==> config.mk <==
export PLATFORM = sky130hd
export DESIGN_NAME = dual_gate_sweep_ctrl
export DESIGN_NICKNAME = d
export VERILOG_FILES = /design/src/rtl/gate_sweep_pkg.sv /design/src/rtl/gate4_model.sv /design/src/rtl/dual_gate_sweep_ctrl.sv
export SDC_FILE = /design/constraint.sdc
export NUM_CORES = 1
export LEC_CHECK = 0
export CORE_ASPECT_RATIO = 0.7
export CORE_MARGIN = 10
export CORE_UTILIZATION = 45
export CTS_CLUSTER_SIZE = 28
export DETAILED_ROUTE_END_ITERATION = 6
export GPL_TIMING_DRIVEN = 0
export PLACE_DENSITY = 0.72
export SLEW_MARGIN = 20
export SYNTH_ARGS = -nofsm -noshare
export SYNTH_HDL_FRONTEND = slang
export SYNTH_SLANG_ARGS = --single-unit
==> constraint.sdc <==
create_clock -name clk -period 2.55 [get_ports clk]
set_input_delay 0.3825 -clock clk [delete_from_list [all_inputs] [get_ports clk]]
set_output_delay 0.3825 -clock clk [all_outputs]
set_load 0.02 [all_outputs]
==> src/rtl/gate_sweep_pkg.sv <==
// Shared definitions for the dual 4-input gate self-test sequencer.
// Gate function codes, FSM state encoding and datapath widths.
package gate_sweep_pkg;

    localparam int FN_NAND = 0;
    localparam int FN_AND  = 1;
    localparam int FN_NOR  = 2;
    localparam int FN_OR   = 3;

    localparam int VEC_W = 4;
    localparam int CNT_W = 6;

    typedef enum logic [1:0] {
        S_IDLE   = 2'd0,
        S_DRIVE  = 2'd1,
        S_SAMPLE = 2'd2,
        S_DONE   = 2'd3
    } state_t;

endpackage

==> src/rtl/gate4_model.sv <==
// Golden 4-input gate: expected section output for a given input vector.
// Purely combinational, zero latency, no flow control.
module gate4_model
    import gate_sweep_pkg::*;
#(
    parameter int GATE_FN = FN_NAND
) (
    input  logic [VEC_W-1:0] x_i,
    output logic             y_o
);

    always_comb begin
        case (GATE_FN)
            FN_AND:  y_o = &x_i;
            FN_NOR:  y_o = ~|x_i;
            FN_OR:   y_o = |x_i;
            default: y_o = ~&x_i;
        endcase
    end

endmodule

==> src/rtl/dual_gate_sweep_ctrl.sv <==
// Sweeps all 16 vectors through both gate sections and scores them against gate4_model.
// Each vector takes SETTLE+1 cycles; start is ignored while busy, abort returns to IDLE next cycle.
module dual_gate_sweep_ctrl
    import gate_sweep_pkg::*;
#(
    parameter int GATE_FN = FN_NAND,
    parameter int SETTLE  = 2
) (
    input  logic             clk,
    input  logic             rst_n,
    input  logic             start,
    input  logic             abort,
    output logic             p1a,
    output logic             p1b,
    output logic             p1c,
    output logic             p1d,
    output logic             p2a,
    output logic             p2b,
    output logic             p2c,
    output logic             p2d,
    input  logic             p1y,
    input  logic             p2y,
    output logic             busy,
    output logic             done,
    output logic             pass,
    output logic [CNT_W-1:0] fail_cnt,
    output logic [VEC_W-1:0] first_fail_vec,
    output logic             first_fail_sec
);

    localparam logic [3:0]       SETTLE_LAST = 4'(SETTLE - 1);
    localparam logic [VEC_W-1:0] VEC_LAST    = '1;

    state_t           state_q, state_d;
    logic [VEC_W-1:0] vec_q, vec_d;
    logic [3:0]       wait_q, wait_d;
    logic [CNT_W-1:0] fail_cnt_q, fail_cnt_d;
    logic [VEC_W-1:0] ffv_q, ffv_d;
    logic             ffs_q, ffs_d;
    logic             pass_q, pass_d;
    logic [VEC_W-1:0] drv1_q, drv1_d;
    logic [VEC_W-1:0] drv2_q, drv2_d;

    logic exp1, exp2, mis1, mis2;
    logic [VEC_W-1:0] vec_inv;

    assign vec_inv = ~vec_q;

    gate4_model #(.GATE_FN(GATE_FN)) u_model_sec1 (
        .x_i (vec_q),
        .y_o (exp1)
    );

    gate4_model #(.GATE_FN(GATE_FN)) u_model_sec2 (
        .x_i (vec_inv),
        .y_o (exp2)
    );

    assign mis1 = p1y ^ exp1;
    assign mis2 = p2y ^ exp2;

    always_comb begin
        state_d    = state_q;
        vec_d      = vec_q;
        wait_d     = wait_q;
        fail_cnt_d = fail_cnt_q;
        ffv_d      = ffv_q;
        ffs_d      = ffs_q;
        pass_d     = pass_q;

        case (state_q)
            S_IDLE: begin
                if (start) begin
                    state_d    = S_DRIVE;
                    vec_d      = '0;
                    wait_d     = '0;
                    fail_cnt_d = '0;
                    ffv_d      = '0;
                    ffs_d      = 1'b0;
                    pass_d     = 1'b0;
                end
            end
            S_DRIVE: begin
                if (abort) begin
                    state_d = S_IDLE;
                end else if (wait_q == SETTLE_LAST) begin
                    state_d = S_SAMPLE;
                end else begin
                    wait_d = wait_q + 4'd1;
                end
            end
            S_SAMPLE: begin
                if (abort) begin
                    state_d = S_IDLE;
                end else begin
                    fail_cnt_d = fail_cnt_q + CNT_W'(mis1) + CNT_W'(mis2);
                    // An empty count means nothing has been latched yet this sweep.
                    if (fail_cnt_q == '0) begin
                        if (mis1) begin
                            ffv_d = vec_q;
                            ffs_d = 1'b0;
                        end else if (mis2) begin
                            ffv_d = vec_q;
                            ffs_d = 1'b1;
                        end
                    end
                    if (vec_q == VEC_LAST) begin
                        state_d = S_DONE;
                        pass_d  = (fail_cnt_d == '0);
                    end else begin
                        state_d = S_DRIVE;
                        vec_d   = vec_q + 4'd1;
                        wait_d  = '0;
                    end
                end
            end
            S_DONE: begin
                state_d = S_IDLE;
            end
            default: begin
                state_d = S_IDLE;
            end
        endcase

        drv1_d = '0;
        drv2_d = '0;
        if (state_d == S_DRIVE || state_d == S_SAMPLE) begin
            drv1_d = vec_d;
            drv2_d = ~vec_d;
        end
    end

    always_ff @(posedge clk or negedge rst_n) begin
        if (!rst_n) begin
            state_q    <= S_IDLE;
            vec_q      <= '0;
            wait_q     <= '0;
            fail_cnt_q <= '0;
            ffv_q      <= '0;
            ffs_q      <= 1'b0;
            pass_q     <= 1'b0;
            drv1_q     <= '0;
            drv2_q     <= '0;
        end else begin
            state_q    <= state_d;
            vec_q      <= vec_d;
            wait_q     <= wait_d;
            fail_cnt_q <= fail_cnt_d;
            ffv_q      <= ffv_d;
            ffs_q      <= ffs_d;
            pass_q     <= pass_d;
            drv1_q     <= drv1_d;
            drv2_q     <= drv2_d;
        end
    end

    assign {p1a, p1b, p1c, p1d} = drv1_q;
    assign {p2a, p2b, p2c, p2d} = drv2_q;

    assign busy           = (state_q == S_DRIVE) || (state_q == S_SAMPLE);
    assign done           = (state_q == S_DONE);
    assign pass           = pass_q;
    assign fail_cnt       = fail_cnt_q;
    assign first_fail_vec = ffv_q;
    assign first_fail_sec = ffs_q;

endmodule

==> impl_metrics.tcl, run 1 <==
set metrics [dict create \
    synth_top_area_share_pct 43.2 \
    clock_path_buffers 2 \
    setup_ws_ns -0.0448 \
    fp-row-count 18 \
    yosysWarningCount 0 \
    arrival_ns 2.79 \
    grt-ovfl-total 0 \
    core_area_um2 3630 \
    drc 0 \
    grt_util_met3_pct 4.42 \
    dp_hpwl_mm 3.31 \
    hp-class "primary input to asynchronous set/reset pin" \
    drtIter0Drc 142 \
    outcome "finished with violations" \
    numPlacedInstances 257 \
    clk_latency_ns 0.29 \
    rr_startpoint "vec_q[1]" \
    syn_area_um2 1740 \
    synth_common_cells "30 x dfrtp_1, 15 x nand2_1, 14 x inv_1" \
    finalCritPeriodShare_pct 102 \
    timing.final.crit_period_ns 2.59 \
    synth.ff_latch_count 30 \
    rrSetupSlack_ns -0.04 \
    synthCells 180 \
    skew_ns 0.00541 \
    setup_violations 2 \
    drv_cap 0 \
    synth_cell_types 46 \
    cts_buffers 5 \
    slew_viol_final 0 \
    synth_area_per_cell_um2 9.66 \
    cp-start-kind "flip-flop" \
    grt_pass1_wl_mm 8.23 \
    ant_nets 0 \
    synthesis.nets 197 \
    placed_area_um2 2100 \
    fmax_mhz 385 \
    firstDrtPassIters 4 \
    nNetsFinal 257 \
    gr-usage-met1_pct 18.3 \
    power_w 0.00174 \
    die-area_um2 6790 \
    n_fill_cell 270 \
    drive_above_1_share_pct 25.3 \
    violations "negative setup slack" \
    fin_area_um2 2470 \
    cts_tree "done" \
    synth_top_flop_cell "dfrtp_1" \
    grt_antenna_before_repair 0 \
    powerDensity_nw_per_um2 706 \
    end_kind "flip-flop" \
    layout.cells.non_filler 291 \
    drt-total-wl_mm 5.03 \
    worstPathMaxFanout 4 \
    rsz0062_at_grt "true" \
    drt-wirelength-per-cell_um 17.3 \
    yosys-top-cells-area "dfrtp_1 43%, ha_1 7.2%, o21ai_0 3.5%, o211ai_1 3.5%, nand2_1 3.2%" \
    grt_max_degree 31 \
    place.gp.congestion 0.847 \
    initial_utilization_pct 48.0 \
    relSlewSlack_pct 51.1 \
    yosysMostFrequentCell "dfrtp_1" \
    num_antenna_cells 0 \
    h-tree-depth 2 \
    cts_sinks 30 \
    synth-seq-area-share_pct 43.2 \
    hold_violations 0 \
    port_buffers 27 \
    async_flop_share_pct 100 \
    grt_pass1_vias 1697 \
    grtUsageMet2_pct 24.8 \
    chipHeight_um 72.0 \
    setup_tns_ns -0.0885 \
    busiest_layer "met2" \
    grtUsageTotal_pct 15.2 \
    r2r-end "pass" \
    synth-edff-count 0 \
    area_growth_pct 42.2 \
    dp_worst_setup_slack_ns -0.418 \
    tightest_slew_ns 0.723 \
    vias_per_cell 5.59 \
    yosysTopAreaCell "dfrtp_1" \
    ctsHoldBuffers 0 \
    r2r_cells 10 \
    worstSetupPathType "flip-flop to flip-flop" \
    clk_transition_reported_paths_ns 0.07 \
    ios 28 \
    clockRootBuffer "clkbuf_8" \
    die_w_um 94.3 \
    required_ns 2.75 \
    vdd_drop_max_uv 534 \
    vias 1627 \
    p_leak_nw 1.04 \
]
per-layer routing:
metal / vias to the layer above / part of all wire [%]
met5: - / 0
met2: 57 / 48
met3: 10 / 7.7
met4: 0 / 1.7
li1: 772 / -
met1: 788 / 43
kinds of logic (layout without fill, tap and decap cells):
logic type      count (synthesis)  in the layout  synth area share, %
compound gates                 51             51                 19.3
xor+xnor                        4              4                 2.01
fa+ha+maj                      11             11                 8.35
buf+inv                        21             82                 5.04
flops                          30             30                 43.2
mux                             3              3                 1.87
simple gates                   60             60                 20.3
cells in the final DEF (no fill, tap or decap), types with 2 or more instances in the layout:
cell type        Yosys  final
ha_4                 0      3
dfrtp_1             30     29
ha_1                10      7
nand2_1             15     15
o21ai_0             12     11
clkbuf_8             0      6
mux2_2               2      2
nand3b_1             2      2
inv_1               14      9
a22o_1               3      3
nor2_1               6      6
xor2_1               2      2
clkbuf_1             5      4
or2_2                2      2
or3_1                2      2
a21oi_1              9      9
nor3_1               4      4
buf_4                0     27
buf_2                1      2
and4_1               2      2
inv_2                0      5
o211ai_1             8      8
nor3b_1              5      4
clkdlybuf4s50_1      0     26
nand3_1              4      4
a31oi_1              2      2
or4b_1               3      3
o31ai_1              4      3
nand2b_1             3      3
a21boi_0             6      6
sequential cells by signal, indices dropped and copies added (netlist names):
| signal | flops |
|---|---|
| wait_q | 4 |
| fail_cnt | 6 |
| first_fail_sec | 1 |
| state_q | 2 |
| drv2_q | 4 |
| vec_q | 4 |
| pass | 1 |
| drv1_q | 4 |
| first_fail_vec | 4 |
power breakdown:
group          leakage [nW]  total, W  internal (W)  switching [W]
registers             0.406  0.000585      0.000539      0.0000457
logic                 0.585  0.000752      0.000348       0.000404
clock network        0.0472  0.000408      0.000217       0.000191
timing repair:
action,in CTS,in global routing
resized for setup,15,5
buffers inserted,25,2
endpoints found under the setup margin,4,7
pin swaps,7,3
cell type report:
type	count	area (µm²)	share of cell area [%]
buffer	6	31.3	1.27
inverter	14	52.6	2.13
timing repair buffer	54	468	18.9
sequential	30	752	30.4
clock inverter	2	12.5	0.506
tap	50	62.6	2.53
multi-input combinational	129	1010	40.9
clock buffer	6	82.6	3.34
critical path, cell delays in order (launching register included):
cell	delay, ns
dfrtp_2	0.45
inv_2	0.10
ha_4	0.13
nor3b_4	0.20
xnor2_2	0.15
inv_2	0.07
fa_2	0.37
inv_2	0.08
ha_4	0.19
or4_4	0.52
o31ai_2	0.23
per-stage QoR:
stage	hold WS (ns)	utilization, %
after global placement	0.507	58.1
final	0.118	68.2
after detailed placement	0.452	57.9
after floorplan	0.0869	-
after global routing	0.160	68.2
after CTS	0.138	67.0
how the worst max path moves through the flow:
stage,from,end,slack (ns),cells after the start
4_1_cts,vec_q[0],pass,-0.05,10
3_3_place_gp,p2y,pass,-0.31,8
2_1_floorplan,vec_q[0],pass,-0.04,10
3_5_place_dp,vec_q[0],pass,-0.42,10
5_1_grt,vec_q[1],first_fail_sec,-0.12,13
6_report,vec_q[1],pass,-0.04,10
(Power assumes the default switching activity.)
==> run 2: changes to the inputs <==
--- a/config.mk
+++ b/config.mk
@@ -5,6 +5,7 @@
 export SDC_FILE = /design/constraint.sdc
 export NUM_CORES = 1
 export LEC_CHECK = 0
+export ABC_CLOCK_PERIOD_IN_PS = 2550
 export CORE_ASPECT_RATIO = 0.7
 export CORE_MARGIN = 10
 export CORE_UTILIZATION = 45
@@ -12,6 +13,7 @@
 export DETAILED_ROUTE_END_ITERATION = 6
 export GPL_TIMING_DRIVEN = 0
 export PLACE_DENSITY = 0.72
+export REMOVE_ABC_BUFFERS = 1
 export SLEW_MARGIN = 20
 export SYNTH_ARGS = -nofsm -noshare
 export SYNTH_HDL_FRONTEND = slang
==> run 2 against run 1 <==
The run now ends clean. Maximum frequency rose by 2.8%. Global-route usage is 1.6 points lower. Sequential power hardly changed. Combinational power down 15%. Power down 7.3%. Sequential share of layout area grew 2.2 points. Flip-flop and latch count did not move. Routed wire length shrank 9.0%. Utilization decreased by 4.6 points. Cell count shrank 6.9%. Critical endpoint unchanged. Largest cell class unchanged. Highest routed layer unchanged.
==> impl_metrics.tcl, run 2 (synthesized netlist as in run 1, its figures left out) <==
set metrics [dict create \
    outcome "finished clean" \
    relSlewSlack_pct 50.5 \
    cts_tree "done" \
    port_buffers 27 \
    hold_violations 0 \
    dp_hpwl_mm 3.05 \
    grt-ovfl-total 0 \
    utilization_pct 63.6 \
    nNetsFinal 237 \
    core_area_um2 3630 \
    ios 28 \
    n_fill_cell 305 \
    die-area_um2 6790 \
    required_ns 2.74 \
    clk_latency_ns 0.28 \
    vdd_drop_max_uv 443 \
    clock_path_buffers 2 \
    drv_cap 0 \
    p_leak_nw 0.962 \
    initial_utilization_pct 48.0 \
    skew_ns 0.00879 \
    ant_nets 0 \
    drtIter0Drc 155 \
    powerDensity_nw_per_um2 702 \
    power_w 0.00162 \
    drc 0 \
    end_kind "flip-flop" \
    num_antenna_cells 0 \
    vias 1542 \
    h-tree-depth 2 \
    grt_pass1_wl_mm 7.52 \
    firstDrtPassIters 4 \
    cp-start-kind "flip-flop" \
    grt_pass1_vias 1525 \
    cts_buffers 5 \
    fin_area_um2 2300 \
    place.gp.congestion 0.877 \
    die_w_um 94.3 \
    largest_reg_flops 6 \
    final_cell_mix "30 x dfrtp_1, 26 x clkdlybuf4s50_1, 15 x nand2_1" \
    area_growth_pct 32.5 \
    grt_antenna_before_repair 0 \
    timing.final.crit_period_ns 2.53 \
    vias_per_cell 5.69 \
    setup_violations 0 \
    layout.cells.non_filler 271 \
    finalCritPeriodShare_pct 99.0 \
    chipHeight_um 72.0 \
    drive_above_1_share_pct 19.0 \
    numPlacedInstances 250 \
    hp-class "primary input to asynchronous set/reset pin" \
    clockRootBuffer "clkbuf_8" \
    grt_max_degree 31 \
    worstPathMaxFanout 4 \
    drt-total-wl_mm 4.57 \
    cts_sinks 30 \
    final_common_cell "dfrtp_1" \
    grtUsageTotal_pct 13.6 \
    drt-wirelength-per-cell_um 16.9 \
    fp-row-count 18 \
    worstSetupPathType "flip-flop to flip-flop" \
    clk_transition_reported_paths_ns 0.07 \
    placed_area_um2 2030 \
    tightest_slew_ns 0.732 \
    arrival_ns 2.72 \
    slew_viol_final 0 \
    fmax_mhz 396 \
    rr_startpoint "vec_q[1]" \
    startpoint "vec_q[1]" \
]
run 2: final timing paths:
kind                                          end  cells after the start  slack [ns]
worst max-delay path                         pass                     10        0.02
worst min-delay path                  fail_cnt[3]                      1        0.14
worst max register to register               pass                     10        0.02
worst min register to register  first_fail_vec[3]                      2        0.54
max in group asynchronous                vec_q[2]                      1        1.97
min in group clk                first_fail_vec[3]                      2        0.54
run 2: cell type report:
class / instances / area, µm² / area share (%)
clock inverters: 1 / 5.00 / 0.217
multi-input cells: 129 / 985 / 42.7
flip-flops and latches: 30 / 751 / 32.6
repair buffers: 40 / 363 / 15.7
well taps: 50 / 62.6 / 2.71
inverters: 14 / 52.6 / 2.28
clock buffers: 7 / 86.3 / 3.75
run 2: stage by stage:
step                      hold WS [ns]  setup slack [ns]  TNS, ns
final                            0.137            0.0249        0
after global routing             0.189           -0.0448  -0.0448
after CTS                        0.154           0.00352        0
after detailed placement         0.457            -0.511    -1.13
after global placement           0.504            -0.427   -0.741
after floorplan                 0.0869            -0.207   -0.207
run 2: report_power, final:
group / switching (W) / total [W] / internal, W
logic: 0.000366 / 0.000640 / 0.000273
clock network: 0.000176 / 0.000393 / 0.000217
registers: 0.0000448 / 0.000584 / 0.000539
run 2: routing by layer:
| layer | share of wire (%) | vias to the layer above | track usage [%] | wire length [µm] |
|---|---|---|---|---|
| met1 | 41 | 742 | 16.9 | 1880 |
| met4 | 1.2 | 0 | 3.53 | 57 |
| met3 | 8.9 | 6 | 5.14 | 408 |
| met2 | 49 | 56 | 21.7 | 2220 |
| met5 | 0 | - | 0 | 0 |
| li1 | - | 738 | - | - |
run 2: timing repair:
item                                    in CTS  in global routing
pin swaps                                    6                  5
buffers inserted                             7                  6
gates resized for setup                     11                  9
endpoints found under the setup margin       5                  5
hold buffers                                 0                  0
gates cloned                                 0                  0
run 2: worst max-delay path, cell delays in order, from the launching register on:
cell and delay (ns):
dfrtp_1 0.42, inv_2 0.11, ha_4 0.12, nor3b_4 0.22, xnor2_2 0.15, inv_2 0.08, fa_2 0.37, inv_2 0.08
ha_4 0.20, or4_4 0.53, o31ai_2 0.17
==> run 3: changes to the inputs <==
--- a/config.mk
+++ b/config.mk
@@ -14,7 +14,7 @@
 export GPL_TIMING_DRIVEN = 0
 export PLACE_DENSITY = 0.72
 export REMOVE_ABC_BUFFERS = 1
-export SLEW_MARGIN = 20
+export SLEW_MARGIN = 10
 export SYNTH_ARGS = -nofsm -noshare
 export SYNTH_HDL_FRONTEND = slang
 export SYNTH_SLANG_ARGS = --single-unit
==> results of run 3 <==
Final layout, timing and power as in run 2 (identical DEF).
